==> src/rtl/io_bus_router_pkg.sv <==
// Shared definitions for the I/O bus router: slave indices, decode windows,
// FSM state encoding and small helpers.
package io_bus_router_pkg;

    localparam int unsigned NUM_SLAVES = 4;

    localparam int unsigned SLV_PIC = 0;
    localparam int unsigned SLV_PIT = 1;
    localparam int unsigned SLV_PS2 = 2;
    localparam int unsigned SLV_RTC = 3;

    localparam logic [15:0] ADDR_PIC_MASTER = 16'h0020;
    localparam logic [15:0] ADDR_PIC_SLAVE  = 16'h00A0;
    localparam logic [15:0] ADDR_PIT        = 16'h0040;
    localparam logic [15:0] ADDR_PS2_DATA   = 16'h0060;
    localparam logic [15:0] ADDR_PS2_CTRL   = 16'h0064;
    localparam logic [15:0] ADDR_RTC        = 16'h0070;

    // Returned for unmapped reads and for reads abandoned by the stall timeout.
    localparam logic [31:0] DATA_UNMAPPED = 32'hFFFF_FFFF;

    typedef enum logic [1:0] {
        StIdle,
        StFwd,
        StWaitData,
        StResp
    } state_e;

    function automatic logic [7:0] sat_inc8(input logic [7:0] v);
        return (v == 8'hFF) ? v : v + 8'd1;
    endfunction

endpackage

==> src/rtl/io_addr_decode.sv <==
// Combinational address decoder: one-hot slave select plus an unmapped flag.
module io_addr_decode
    import io_bus_router_pkg::*;
(
    input  logic [15:0] i_address,
    output logic [3:0]  o_sel,
    output logic        o_unmapped
);

    always_comb begin
        o_sel      = '0;
        o_unmapped = 1'b0;
        unique case (i_address)
            ADDR_PIC_MASTER, ADDR_PIC_SLAVE: o_sel[SLV_PIC] = 1'b1;
            ADDR_PIT:                        o_sel[SLV_PIT] = 1'b1;
            ADDR_PS2_DATA, ADDR_PS2_CTRL:    o_sel[SLV_PS2] = 1'b1;
            ADDR_RTC:                        o_sel[SLV_RTC] = 1'b1;
            default:                         o_unmapped     = 1'b1;
        endcase
    end

endmodule

==> src/rtl/io_bus_router.sv <==
// Single-outstanding Avalon I/O router: forwards one master command to one of four
// legacy slaves, returns read data, and force-completes stalled accesses.
module io_bus_router
    import io_bus_router_pkg::*;
#(
    parameter logic [7:0] TIMEOUT_CYCLES = 8'd255
) (
    input  logic         clk,
    input  logic         rst_n,
    input  logic [15:0]  avalon_io_address,
    input  logic [3:0]   avalon_io_byteenable,
    input  logic         avalon_io_read,
    input  logic         avalon_io_write,
    input  logic [31:0]  avalon_io_writedata,
    output logic         avalon_io_waitrequest,
    output logic         avalon_io_readdatavalid,
    output logic [31:0]  avalon_io_readdata,
    output logic [15:0]  slv_address,
    output logic [3:0]   slv_byteenable,
    output logic [31:0]  slv_writedata,
    output logic [3:0]   slv_read,
    output logic [3:0]   slv_write,
    input  logic [3:0]   slv_waitrequest,
    input  logic [3:0]   slv_readdatavalid,
    input  logic [127:0] slv_readdata,
    output logic [7:0]   timeout_count
);

    state_e      r_state;
    state_e      w_state_next;
    logic [15:0] r_addr;
    logic [3:0]  r_be;
    logic [31:0] r_wdata;
    logic [3:0]  r_sel;
    logic        r_write;
    logic        r_unmapped;
    logic [7:0]  r_stall;
    logic [7:0]  r_tcount;
    logic [31:0] r_rdata;

    logic [3:0]  w_dec_sel;
    logic        w_dec_unmapped;
    logic        w_capture;
    logic        w_load_rdata;
    logic        w_timeout;
    logic [31:0] w_rdata_next;
    logic        w_sel_wait;
    logic        w_sel_rdv;
    logic        w_stall_max;
    logic [31:0] w_sel_data;

    io_addr_decode u_decode (
        .i_address  (avalon_io_address),
        .o_sel      (w_dec_sel),
        .o_unmapped (w_dec_unmapped)
    );

    // r_sel is all-zero for unmapped accesses, so these reduce to 0 there.
    assign w_sel_wait  = |(r_sel & slv_waitrequest);
    assign w_sel_rdv   = |(r_sel & slv_readdatavalid);
    assign w_stall_max = (r_stall == TIMEOUT_CYCLES);
    assign w_sel_data  = ({32{r_sel[SLV_PIC]}} & slv_readdata[32*SLV_PIC +: 32])
                       | ({32{r_sel[SLV_PIT]}} & slv_readdata[32*SLV_PIT +: 32])
                       | ({32{r_sel[SLV_PS2]}} & slv_readdata[32*SLV_PS2 +: 32])
                       | ({32{r_sel[SLV_RTC]}} & slv_readdata[32*SLV_RTC +: 32]);

    always_comb begin
        w_state_next          = r_state;
        avalon_io_waitrequest = 1'b1;
        w_capture             = 1'b0;
        w_load_rdata          = 1'b0;
        w_rdata_next          = r_rdata;
        w_timeout             = 1'b0;
        unique case (r_state)
            StIdle: begin
                if (avalon_io_write || avalon_io_read) begin
                    w_capture    = 1'b1;
                    w_state_next = StFwd;
                end
            end
            StFwd: begin
                if (r_unmapped || !w_sel_wait || w_stall_max) begin
                    avalon_io_waitrequest = 1'b0;
                    // Only an ack the slave never granted counts as forced.
                    w_timeout = !r_unmapped && w_sel_wait;
                    if (r_write) begin
                        w_state_next = StIdle;
                    end else if (r_unmapped || (w_timeout && !w_sel_rdv)) begin
                        w_load_rdata = 1'b1;
                        w_rdata_next = DATA_UNMAPPED;
                        w_state_next = StResp;
                    end else if (w_sel_rdv) begin
                        w_load_rdata = 1'b1;
                        w_rdata_next = w_sel_data;
                        w_state_next = StResp;
                    end else begin
                        w_state_next = StWaitData;
                    end
                end
            end
            StWaitData: begin
                if (w_sel_rdv) begin
                    w_load_rdata = 1'b1;
                    w_rdata_next = w_sel_data;
                    w_state_next = StResp;
                end else if (w_stall_max) begin
                    w_load_rdata = 1'b1;
                    w_rdata_next = DATA_UNMAPPED;
                    w_timeout    = 1'b1;
                    w_state_next = StResp;
                end
            end
            StResp: begin
                w_state_next = StIdle;
            end
            default: w_state_next = StIdle;
        endcase
    end

    always_comb begin
        slv_read  = '0;
        slv_write = '0;
        if (r_state == StFwd) begin
            if (r_write) begin
                slv_write = r_sel;
            end else begin
                slv_read = r_sel;
            end
        end
    end

    always_ff @(posedge clk or negedge rst_n) begin
        if (!rst_n) begin
            r_state    <= StIdle;
            r_addr     <= '0;
            r_be       <= '0;
            r_wdata    <= '0;
            r_sel      <= '0;
            r_write    <= 1'b0;
            r_unmapped <= 1'b0;
            r_stall    <= '0;
            r_tcount   <= '0;
            r_rdata    <= '0;
        end else begin
            r_state <= w_state_next;
            if (w_capture) begin
                r_addr     <= avalon_io_address;
                r_be       <= avalon_io_byteenable;
                r_wdata    <= avalon_io_writedata;
                r_sel      <= w_dec_sel;
                r_unmapped <= w_dec_unmapped;
                r_write    <= avalon_io_write;
                r_stall    <= '0;
            end else if ((r_state == StFwd || r_state == StWaitData) && !w_stall_max) begin
                r_stall <= r_stall + 8'd1;
            end
            if (w_load_rdata) begin
                r_rdata <= w_rdata_next;
            end
            if (w_timeout) begin
                r_tcount <= sat_inc8(r_tcount);
            end
        end
    end

    assign avalon_io_readdatavalid = (r_state == StResp);
    assign avalon_io_readdata      = r_rdata;
    assign slv_address             = r_addr;
    assign slv_byteenable          = r_be;
    assign slv_writedata           = r_wdata;
    assign timeout_count           = r_tcount;

endmodule

==> config.mk <==
export PLATFORM = sky130hd
export DESIGN_NAME = io_bus_router
export DESIGN_NICKNAME = d
export VERILOG_FILES = /design/src/rtl/io_bus_router_pkg.sv /design/src/rtl/io_addr_decode.sv /design/src/rtl/io_bus_router.sv
export SDC_FILE = /design/constraint.sdc
export NUM_CORES = 1
export LEC_CHECK = 0
export ABC_AREA = 1
export CORE_MARGIN = 2
export CORE_UTILIZATION = 35
export CTS_BUF_LIST = sky130_fd_sc_hd__clkbuf_8
export CTS_CLUSTER_DIAMETER = 80
export DETAILED_ROUTE_END_ITERATION = 8
export DONT_BUFFER_PORTS = 1
export GPL_ROUTABILITY_DRIVEN = 0
export SETUP_SLACK_MARGIN = 0.05
export SYNTH_ARGS = -nofsm -noshare
export SYNTH_HDL_FRONTEND = slang
export SYNTH_SLANG_ARGS = --single-unit
==> constraint.sdc <==
create_clock -name clk -period 5 [get_ports clk]
set_input_delay 0.75 -clock clk [delete_from_list [all_inputs] [get_ports clk]]
set_output_delay 0.75 -clock clk [all_outputs]
set_load 0.005 [all_outputs]
==> impl_table.tex <==
\begin{tabular}{lr}
\hline
Metric & Value \\
\hline
\multicolumn{2}{l}{\textbf{Placed design}} \\
\quad Pre-CTS setup slack & 1.92 ns \\
\quad Total placed instance area & 5900 um2 \\
\quad \# placed instances & 926 \\
\quad Port bufs & 0 \\
\quad HPWL after detailed placement & 11.6 mm \\
\multicolumn{2}{l}{\textbf{Routing}} \\
\quad Initial DRC Count & 253 \\
\quad DRC errors left & 0 \\
\quad Via density per instance & 5.12 \\
\quad Wirelength, routed & 16.4 mm \\
\quad Number of search-and-repair iterations in the first detailed-routing pass & 6 \\
\quad Detail Route Antenna Nets & 0 \\
\quad Via total after detailed routing & 4,823 \\
\quad Average detailed-routed wire length per instance & 17.5 um \\
\multicolumn{2}{l}{\textbf{Timing}} \\
\quad Worst clock skew on the final layout & 0.0197 ns \\
\quad Transition at the pin with the smallest max-transition slack & 1.37 ns \\
\quad Min Clock Period, post-route & 3.12 ns \\
\quad Final hold vios & 0 \\
\quad Unrepaired setup endpoints after global routing & false \\
\quad Final-layout setup total negative slack & 0 ns \\
\quad Number of max-slew violations in the final report & 0 \\
\quad Final worst-path setup slack & 1.88 ns \\
\quad Share of the clock period used by the worst path after layout & 0.624 \\
\quad Endpoints failing setup & 0 \\
\quad Max-slew headroom at the worst pin & 0.0845 \\
\quad Upper clock frequency limit & 321 MHz \\
\multicolumn{2}{l}{\textbf{Hold path}} \\
\quad Hold crit path type & primary input to async pin \\
\multicolumn{2}{l}{\textbf{Finish}} \\
\quad Filler Cells Inserted & 1,721 \\
\quad Fraction of final layout cells with drive strength greater than 1 & 0.0623 \\
\quad Final non-filler cell total & 942 \\
\quad Net count reported at finish & 915 \\
\quad Post-route design area & 6100 um2 \\
\quad Synthesis-to-finish area growth & 4.64\% \\
\quad Layout Utilization & 0.372 \\
\quad Number of antenna diodes & 0 \\
\multicolumn{2}{l}{\textbf{Die}} \\
\quad Die X-Extent & 133 um \\
\quad Die height & 133 um \\
\quad Standard-cell row count & 47 \\
\quad Boundary Pins & 294 \\
\quad Core outline area & 16,400 um2 \\
\quad Full die area & 17,700 um2 \\
\quad Initial core utilization & 0.355 \\
\multicolumn{2}{l}{\textbf{Logic synthesis}} \\
\quad Yosys reg bits & 108 \\
\quad Biggest area consumer among synthesized cells & sky130\_fd\_sc\_hd\_\_dfrtp\_1 \\
\quad Syn Std Cell Area & 5830 um2 \\
\quad Cells after synthesis & 744 \\
\quad Synth unique cells & 30 \\
\quad Share of the yosys chip area belonging to registers & 0.464 \\
\quad Net count of the mapped netlist & 942 \\
\quad Top-area cell type share of the netlist area & 0.464 \\
\quad Average footprint of a synthesized cell & 7.84 um2 \\
\quad Top cells by area in the synthesized netlist & sky130\_fd\_sc\_hd\_\_dfrtp\_1, sky130\_fd\_sc\_hd\_\_nand2\_1, sky130\_fd\_sc\_hd\_\_a22o\_1 \\
\quad Synth Warn \# & 0 \\
\multicolumn{2}{l}{\textbf{Clocking}} \\
\quad CTS tree & built \\
\quad Post-CTS Setup Inserts & 0 \\
\quad Number of sinks driven by the clock tree & 108 \\
\quad Clock transition at the registers of the reported paths & 0.12 ns \\
\quad Maximum level of the CTS H-tree & 3 \\
\quad Resize count post-CTS & 0 \\
\quad Clock insertion delay at the later pin of the skew report & 0.39 ns \\
\quad Clock buffer count from CTS & 9 \\
\quad Longest Clk Path Bufs & 2 \\
\quad Clock tree root driver cell & sky130\_fd\_sc\_hd\_\_clkbuf\_8 \\
\quad Post-cts hold buffer count & 0 \\
\multicolumn{2}{l}{\textbf{GRT}} \\
\quad Pin count of the biggest net entering global routing & 109 \\
\quad Tot GR Track Use & 0.185 \\
\quad Antenna violations before repair & 0 \\
\quad Wire length of the first global-routing pass & 25.3 mm \\
\quad Leftover overflow at the end of global routing & 0 \\
\quad Via count of the first global-routing pass & 4,693 \\
\multicolumn{2}{l}{\textbf{Power and ir drop}} \\
\quad Power density over cell area & 649 nW/um2 \\
\quad Total leakage power & 3.08 nW \\
\quad Worst supply voltage drop on vdd & 0.257 mV \\
\multicolumn{2}{l}{\textbf{Status}} \\
\quad Outcome & finished, final reports clean \\
\multicolumn{2}{l}{\textbf{Critical path}} \\
\quad Largest driver fanout on the critical path & 35 \\
\quad Nature of the critical path endpoint & output pin \\
\quad Data arrival, critical path & 2.37 ns \\
\quad Critical path required time & 4.25 ns \\
\quad Crit path launch type & flip-flop \\
\quad Worst Path Class, Setup & flip-flop to output pin \\
\multicolumn{2}{l}{\textbf{Job}} \\
\quad Maximum capacitance violations & 0 \\
\hline
\end{tabular}
-- worst paths after layout --
path,slack [ns],startpoint,cells after the start,to
min in group clk,0.46,avalon_io_byteenable[3],2,slv_byteenable[3]
setup reg to reg,1.96,r_sel[3],10,avalon_io_readdata[2]
max in group asynchronous,4.67,rst_n,0,avalon_io_readdata[22]
setup / recovery,1.88,r_sel[3],6,avalon_io_waitrequest
hold reg to reg,0.50,r_stall[2],1,r_stall[2]
hold / removal,0.03,rst_n,0,avalon_io_readdata[25]
-- synthesized netlist by cell type (all sizes together) --
library cell,count
nand2,298
a22o,62
xnor2,1
xor2,3
nor2,68
nor3,4
buf,24
a221oi,1
inv,48
ha,6
clkinv,1
or2,1
o21a,2
dfrtp,108
nand4,13
clkbuf,18
a21oi,9
nand3,53
o21ai,24
-- worst max-delay path, stage by stage (launching register included) --
cell and delay, ns:
sky130_fd_sc_hd__dfrtp_1 1.28, sky130_fd_sc_hd__nand2_1 0.11, sky130_fd_sc_hd__nand2_1 0.18, sky130_fd_sc_hd__nor2_1 0.09
sky130_fd_sc_hd__nor2_1 0.15, sky130_fd_sc_hd__nand2_1 0.07, sky130_fd_sc_hd__nand2_1 0.11
-- metal layers --
metal / GRT usage / part of all wire
met5: 0 / 0
met2: 0.313 / 0.47
met3: 0.0605 / 0.083
met1: 0.217 / 0.42
met4: 0.0753 / 0.028
-- power breakdown --
group          internal [W]  leakage, nW  total (W)  switching [W]
clock network      0.000198        0.102   0.000546       0.000348
logic              0.000631         1.65    0.00167        0.00104
registers           0.00127         1.33    0.00174       0.000470
-- sequential cells by signal, indices dropped and copies added (netlist names), named ones only --
signal	count
r_state	1
r_write	1
r_unmapped	1
slv_byteenable	4
slv_writedata	32
avalon_io_readdata	32
slv_address	16
timeout_count	8
r_stall	8
r_sel	4
-- stage by stage --
step                hold WS, ns  total power, W
floorplan                 0.454         0.00309
global placement          0.457         0.00344
detailed placement        0.457         0.00347
CTS                     0.00950         0.00404
global route           0.000104         0.00437
finish                   0.0349         0.00396
-- layout by cell type (no fill, tap or decap), drive strengths merged --
cell type | synthesis | layout
nand4 | 13 | 13
inv | 48 | 52
nand3 | 53 | 53
nand2 | 298 | 298
o21ai | 24 | 24
nor3 | 4 | 4
o21a | 2 | 2
nor2 | 68 | 68
xor2 | 3 | 3
a221oi | 1 | 1
ha | 6 | 6
clkinv | 1 | 4
a21oi | 9 | 9
buf | 24 | 4
clkbuf | 18 | 9
xnor2 | 1 | 1
dfrtp | 108 | 108
a22o | 62 | 62
or2 | 1 | 1
-- cell families (layout without fill, tap and decap cells) --
| family | Yosys count | after routing | share of synthesized area |
|---|---|---|---|
| and+or+nand+nor | 437 | 437 | 0.320 |
| DFF | 108 | 108 | 0.464 |
| AOI/OAI and AO/OA | 98 | 98 | 0.126 |
| buffers and inverters | 91 | 69 | 0.0721 |
| adders and majority gates | 6 | 6 | 0.0129 |
| xor gates and xnor gates | 4 | 4 | 0.00601 |
-- cell type report --
type / count / area (um2) / share of cell area
repair buffers: 4 / 30.0 / 0.00492
multi-input cells: 545 / 2710 / 0.444
flip-flops and latches: 108 / 2700 / 0.443
clock inverters: 7 / 75.1 / 0.0123
clock buffers: 9 / 124 / 0.0203
inverters: 49 / 184 / 0.0301
well taps: 220 / 275 / 0.0451
(Power assumes the default switching activity.)
